$ cat src/rtl/chroni_vram_responder_pkg.sv
`default_nettype none
// ============================================================================
//  Module      : chroni_vram_responder_pkg
//  Description : Shared types and defaults for the chroni VRAM responder.
//  Revision    : 1.0 - initial release
// ============================================================================
package chroni_vram_responder_pkg;

    localparam int DEF_ADDR_W = 13;
    localparam int DEF_DATA_W = 8;
    localparam int LAT_W      = 3;

    typedef enum logic {
        OWNER_VID = 1'b0,
        OWNER_CPU = 1'b1
    } owner_e;

    typedef enum logic [1:0] {
        ST_IDLE  = 2'd0,
        ST_ISSUE = 2'd1,
        ST_WAIT  = 2'd2,
        ST_ACK   = 2'd3
    } state_e;

    // Value loaded into the latency counter when the read strobe is issued.
    function automatic logic [LAT_W-1:0] lat_load(input int latency);
        return LAT_W'(latency - 1);
    endfunction

endpackage
`default_nettype wire

$ cat src/rtl/chroni_vram_responder_if.sv
`default_nettype none
// ============================================================================
//  Module      : chroni_vram_responder_if
//  Description : Read-port bundle (addr/req/ack/data) shared by video and CPU.
//  Revision    : 1.0 - initial release
// ============================================================================
interface chroni_vram_responder_if #(
    parameter int ADDR_W = chroni_vram_responder_pkg::DEF_ADDR_W,
    parameter int DATA_W = chroni_vram_responder_pkg::DEF_DATA_W
);
    logic [ADDR_W-1:0] addr;
    logic              req;
    logic              ack;
    logic [DATA_W-1:0] data;

    modport master (
        output addr,
        output req,
        input  ack,
        input  data
    );

    modport slave (
        input  addr,
        input  req,
        output ack,
        output data
    );
endinterface
`default_nettype wire

$ cat src/rtl/chroni_vram_responder.sv
`default_nettype none
// ============================================================================
//  Module      : chroni_vram_responder
//  Description : Arbitrates video and CPU read ports onto one fixed-latency
//                synchronous memory; one access outstanding at a time.
//  Revision    : 1.0 - initial release
// ============================================================================
module chroni_vram_responder
    import chroni_vram_responder_pkg::*;
#(
    parameter int ADDR_W      = DEF_ADDR_W,
    parameter int DATA_W      = DEF_DATA_W,
    parameter int MEM_LATENCY = 1
) (
    input  wire logic              sys_clk,
    input  wire logic              reset,
    chroni_vram_responder_if.slave vid,
    chroni_vram_responder_if.slave cpu,
    output logic [ADDR_W-1:0]      mem_addr,
    output logic                   mem_rd,
    input  wire logic [DATA_W-1:0] mem_rdata
);

    state_e             state_q;
    owner_e             owner_q;
    logic [LAT_W-1:0]   lat_cnt_q;
    logic [ADDR_W-1:0]  mem_addr_q;
    logic               mem_rd_q;
    logic               vid_ack_q;
    logic               cpu_ack_q;
    logic [DATA_W-1:0]  vid_data_q;
    logic [DATA_W-1:0]  cpu_data_q;
    logic               vid_rel_q;
    logic               cpu_rel_q;

    logic               w_vid_elig;
    logic               w_cpu_elig;

    assign w_vid_elig = vid.req && !vid_rel_q;
    assign w_cpu_elig = cpu.req && !cpu_rel_q;

    always_ff @(posedge sys_clk) begin
        if (reset) begin
            state_q    <= ST_IDLE;
            owner_q    <= OWNER_VID;
            lat_cnt_q  <= '0;
            mem_addr_q <= '0;
            mem_rd_q   <= 1'b0;
            vid_ack_q  <= 1'b0;
            cpu_ack_q  <= 1'b0;
            vid_data_q <= '0;
            cpu_data_q <= '0;
            vid_rel_q  <= 1'b0;
            cpu_rel_q  <= 1'b0;
        end else begin
            mem_rd_q  <= 1'b0;
            vid_ack_q <= 1'b0;
            cpu_ack_q <= 1'b0;

            // A served port stays blocked until its req has been seen low.
            if (!vid.req) begin
                vid_rel_q <= 1'b0;
            end
            if (!cpu.req) begin
                cpu_rel_q <= 1'b0;
            end

            case (state_q)
                ST_IDLE: begin
                    if (w_vid_elig) begin
                        owner_q    <= OWNER_VID;
                        mem_addr_q <= vid.addr;
                        mem_rd_q   <= 1'b1;
                        state_q    <= ST_ISSUE;
                    end else if (w_cpu_elig) begin
                        owner_q    <= OWNER_CPU;
                        mem_addr_q <= cpu.addr;
                        mem_rd_q   <= 1'b1;
                        state_q    <= ST_ISSUE;
                    end
                end

                ST_ISSUE: begin
                    lat_cnt_q <= lat_load(MEM_LATENCY);
                    state_q   <= ST_WAIT;
                end

                ST_WAIT: begin
                    if (lat_cnt_q == '0) begin
                        if (owner_q == OWNER_VID) begin
                            vid_data_q <= mem_rdata;
                            vid_ack_q  <= 1'b1;
                        end else begin
                            cpu_data_q <= mem_rdata;
                            cpu_ack_q  <= 1'b1;
                        end
                        state_q <= ST_ACK;
                    end else begin
                        lat_cnt_q <= lat_cnt_q - 1'b1;
                    end
                end

                ST_ACK: begin
                    if (owner_q == OWNER_VID) begin
                        vid_rel_q <= 1'b1;
                    end else begin
                        cpu_rel_q <= 1'b1;
                    end
                    state_q <= ST_IDLE;
                end

                default: begin
                    state_q <= ST_IDLE;
                end
            endcase
        end
    end

    assign mem_addr = mem_addr_q;
    assign mem_rd   = mem_rd_q;
    assign vid.ack  = vid_ack_q;
    assign vid.data = vid_data_q;
    assign cpu.ack  = cpu_ack_q;
    assign cpu.data = cpu_data_q;

endmodule
`default_nettype wire

$ cat src/flat_wrapper.sv
// flat-port wrapper written by rule: the top's interface ports become plain ports
module chroni_vram_responder_flat import chroni_vram_responder_pkg::*;
#(
    parameter int ADDR_W      = DEF_ADDR_W,
    parameter int DATA_W      = DEF_DATA_W,
    parameter int MEM_LATENCY = 1
)
  (sys_clk, reset, mem_addr, mem_rd, mem_rdata, vid_addr, vid_req, vid_ack, vid_data, cpu_addr, cpu_req, cpu_ack, cpu_data);
  chroni_vram_responder_if #(.ADDR_W(ADDR_W), .DATA_W(DATA_W)) vid_i ();
  chroni_vram_responder_if #(.ADDR_W(ADDR_W), .DATA_W(DATA_W)) cpu_i ();
  input  wire logic sys_clk;
  input  wire logic reset;
  output logic [ADDR_W-1:0] mem_addr;
  output logic mem_rd;
  input  wire logic [DATA_W-1:0] mem_rdata;
  input wire logic [$bits(vid_i.addr)-1:0] vid_addr;
  input wire logic [$bits(vid_i.req)-1:0] vid_req;
  output wire logic [$bits(vid_i.ack)-1:0] vid_ack;
  output wire logic [$bits(vid_i.data)-1:0] vid_data;
  input wire logic [$bits(cpu_i.addr)-1:0] cpu_addr;
  input wire logic [$bits(cpu_i.req)-1:0] cpu_req;
  output wire logic [$bits(cpu_i.ack)-1:0] cpu_ack;
  output wire logic [$bits(cpu_i.data)-1:0] cpu_data;
  assign vid_i.addr = vid_addr;
  assign vid_i.req = vid_req;
  assign vid_ack = vid_i.ack;
  assign vid_data = vid_i.data;
  assign cpu_i.addr = cpu_addr;
  assign cpu_i.req = cpu_req;
  assign cpu_ack = cpu_i.ack;
  assign cpu_data = cpu_i.data;
  chroni_vram_responder #(.ADDR_W(ADDR_W), .DATA_W(DATA_W), .MEM_LATENCY(MEM_LATENCY)) u_core (.sys_clk(sys_clk), .reset(reset), .vid(vid_i), .cpu(cpu_i), .mem_addr(mem_addr), .mem_rd(mem_rd), .mem_rdata(mem_rdata));
endmodule
$ cat config.mk
export PLATFORM = sky130hd
export DESIGN_NAME = chroni_vram_responder_flat
export DESIGN_NICKNAME = d
export VERILOG_FILES = /design/src/rtl/chroni_vram_responder_pkg.sv /design/src/rtl/chroni_vram_responder_if.sv /design/src/rtl/chroni_vram_responder.sv /design/src/flat_wrapper.sv
export SDC_FILE = /design/constraint.sdc
export NUM_CORES = 1
export LEC_CHECK = 0
export BUFFER_PORTS_ARGS = -buffer_cell sky130_fd_sc_hd__clkbuf_2
export CELL_PAD_IN_SITES_DETAIL_PLACEMENT = 1
export CELL_PAD_IN_SITES_GLOBAL_PLACEMENT = 2
export CORE_MARGIN = 2
export CORE_UTILIZATION = 27
export CTS_CLUSTER_SIZE = 14
export DETAILED_ROUTE_END_ITERATION = 10
export HOLD_SLACK_MARGIN = 0.1
export MAX_ROUTING_LAYER = met4
export PLACE_DENSITY_LB_ADDON = 0.1
export SKIP_CTS_REPAIR_TIMING = 1
export SYNTH_ARGS = -nofsm -noshare
export SYNTH_HDL_FRONTEND = slang
export SYNTH_SLANG_ARGS = --single-unit
$ cat constraint.sdc
create_clock -name sys_clk -period 1.7 [get_ports sys_clk]
set_input_delay 0.51 -clock sys_clk [delete_from_list [all_inputs] [get_ports sys_clk]]
set_output_delay 0.51 -clock sys_clk [all_outputs]
set_load 0.01 [all_outputs]
==> results.yml <==
grt:
  grt_use_total_pct: 13.6
  grt_max_degree: 41
  grt_pass1_vias: 1608
  grt_pass1_wl_um: 7510
  antenna_found_initial: 0
  gr-total-overflow: 0
min_path:
  hold-path-endpoint: "u_core.vid.data[5]"
  hold_class: "input port to flop"
  hp-start: "mem_rdata[5]"
  holdPathStages: 3
drt:
  wl_per_cell_um: 13.1
  vias: 1536
  first_iter_violations: 33
  drc: 0
  post_drt_via_cell_ratio: 4.53
  ant_nets: 0
  wl_um: 4440
  first_pass_iters: 2
worst_setup_path:
  critPathCaptureType: "flop"
  crit_path_top_delay_cell: "dfxtp_1"
  worstPathCellList: "inv_1 -> ha_1 -> nand3b_1 -> nand2b_2 -> nand2_1 -> a21oi_1"
  required_ns: 1.88
  critPathBufInv: 1
  worstRegToRegCells: 6
  timing.rr.start: "u_core.state_q[0]"
  worstSetupPathType: "flop to flop"
  r2r-end: "u_core.vid.data[4]"
  crit_family: "simple AND/OR/NAND/NOR gates"
  worstPathArrival_ns: 1.72
  regToRegSetupSlack_ns: 0.16
  cp-start-kind: "flop"
  crit_fanout: 9
  slowest_delay_ns: 0.35
timing:
  relSlewSlack_pct: 81.7
  finClkSkew_ns: 0.00664
  worstMarginPinSlew_ns: 0.274
  fin_ws_ns: 0.160
  slew_violations: 0
  period_minus_slack_ns: 1.54
  timing.hold.ws_ns: 0.444
  achievable-frequency_ghz: 0.649
  fin_crit_sh_pct: 90.6
  tns_ns: 0
  rsz0062_at_grt: "true"
  setup_viol: 0
  hold_violations: 0
clocking:
  clk_latency_ns: 0.29
  numCtsBuffers: 5
  clockRootBuffer: "clkbuf_8"
  cts-htree-levels: 2
  path_clk_slew_ns: 0.08
  max-clock-path-buffers: 2
  cts_tree: "built"
  cts.sink_count: 40
die:
  start_util_pct: 27.6
  io_pins: 70
  chipWidth_um: 84.1
  dieArea_sq_mm: 0.00707
  rows: 29
  core_sq_mm: 0.00628
  die_h_um: 84.1
finish:
  drive_gt1_share_pct: 35.5
  final_nets: 307
  synthToLayoutAreaGrowth_pct: 33.6
  final_common_cell: "clkbuf_2"
  fin_area_sq_mm: 0.00231
  final_cell_mix: "clkbuf_2, dfxtp_1, nand2_1"
  diodes: 0
synthesis:
  synth.avg_cell_area_sq_um: 9.16
  async_flop_share_pct: 0
  synth_area_sq_mm: 0.00173
  postSynthCellCount: 189
  synthFlopType: "dfxtp_1"
  ys_seq_area_share_pct: 46.3
  postSynthNetCount: 235
  ys_ff_latch: 40
  synth_edf_count: 0
  ys_warn_count: 0
  ys_types: 26
power:
  leakage_nw: 1.05
  powerDensity_mw_per_mm2: 1440
  vdd_drop_max_uv: 503
  p_total_mw: 3.32
place:
  placed_cell_area_sq_mm: 0.00219
  place_ws_ns: 0.0812
  hpwl_um: 3260
  globalplace.congestion: 0.784
  port_buffers: 69
outcome:
  status: "complete, no violations"
job:
  cap_violations: 0
-- stage by stage --
| step | utilization (%) | std cells |
|---|---|---|
| after global routing | 36.8 | 339 |
| final | 36.8 | 339 |
| after CTS | 36.7 | 339 |
| after global placement | 35.0 | 331 |
| after detailed placement | 35.0 | 331 |
| after floorplan | - | 189 |
-- metal layers --
metal | track usage [%] | part of all wire, %
met1 | 16.5 | 46
met2 | 21.9 | 47
met3 | 4.15 | 6.5
met4 | 3.96 | 0.77
met5 | - | 0
-- report_power, final --
group / switching (mW) / leakage, nW / internal (mW) / total [mW]
Sequential: 0.131 / 0.327 / 1.16 / 1.29
Clock: 0.340 / 0.0541 / 0.434 / 0.774
Combinational: 0.693 / 0.669 / 0.556 / 1.25
-- cells by family (layout without fill, tap and decap cells) --
logic type	Yosys count	count (layout)	synth area share, %
DFF	40	40	46.3
muxes	16	16	9.26
and+or+nand+nor	67	67	16.4
adders and majority gates	8	8	5.78
buffers and inverters	19	92	5.42
AOI/OAI and AO/OA	39	39	16.8
-- cell type report --
type	count	area (sq um)
fill	776	3970
multi-input combinational	130	841
sequential	40	801
timing repair buffer	75	428
tap	77	96.3
clock buffer	5	68.8
clock inverter	3	42.5
inverter	9	33.8
-- worst max-delay path by stage --
stage                                to  cells after the start              start  slack, ns
finish               u_core.vid.data[4]                      6  u_core.state_q[0]       0.16
global route        u_core.lat_cnt_q[0]                      6  u_core.state_q[0]      -0.05
CTS                  u_core.cpu.data[7]                      6  u_core.state_q[0]       0.06
detailed placement   u_core.cpu.data[7]                      6  u_core.state_q[0]       0.08
global placement     u_core.cpu.data[3]                      6  u_core.state_q[0]       0.13
floorplan            u_core.cpu.data[7]                      7  u_core.state_q[0]       0.18
-- synthesized netlist by cell type, types with 2 or more instances --
master,count,area [sq um]
mux2i_1,16,160
a21oi_1,17,85.1
a22oi_1,2,15.0
nor2_1,25,93.8
inv_1,9,33.8
dfxtp_1,40,801
clkbuf_1,5,18.8
a211oi_1,8,60.1
buf_6,2,22.5
ha_1,8,100
nand2b_1,3,18.8
buf_4,2,15.0
a211oi_2,6,75.1
a32oi_1,2,17.5
nand2_1,33,124
-- sequential cells by signal, summed over array words and instances (netlist names) --
name	flops
u_core.mem_addr	13
u_core.cpu.data	8
u_core.vid.data	8
u_core.lat_cnt_q	3
u_core.state_q	2
u_core.cpu.ack	1
u_core.cpu_rel_q	1
u_core.mem_rd	1
u_core.owner_q	1
u_core.vid.ack	1
u_core.vid_rel_q	1
-- worst register-to-register path: stages (launching register included) --
cell and delay, ns:
dfxtp_1 0.35, inv_1 0.14, ha_1 0.28, nand3b_1 0.18, nand2b_2 0.31, nand2_1 0.11, a21oi_1 0.06
Power figures use the tool's default switching activity.
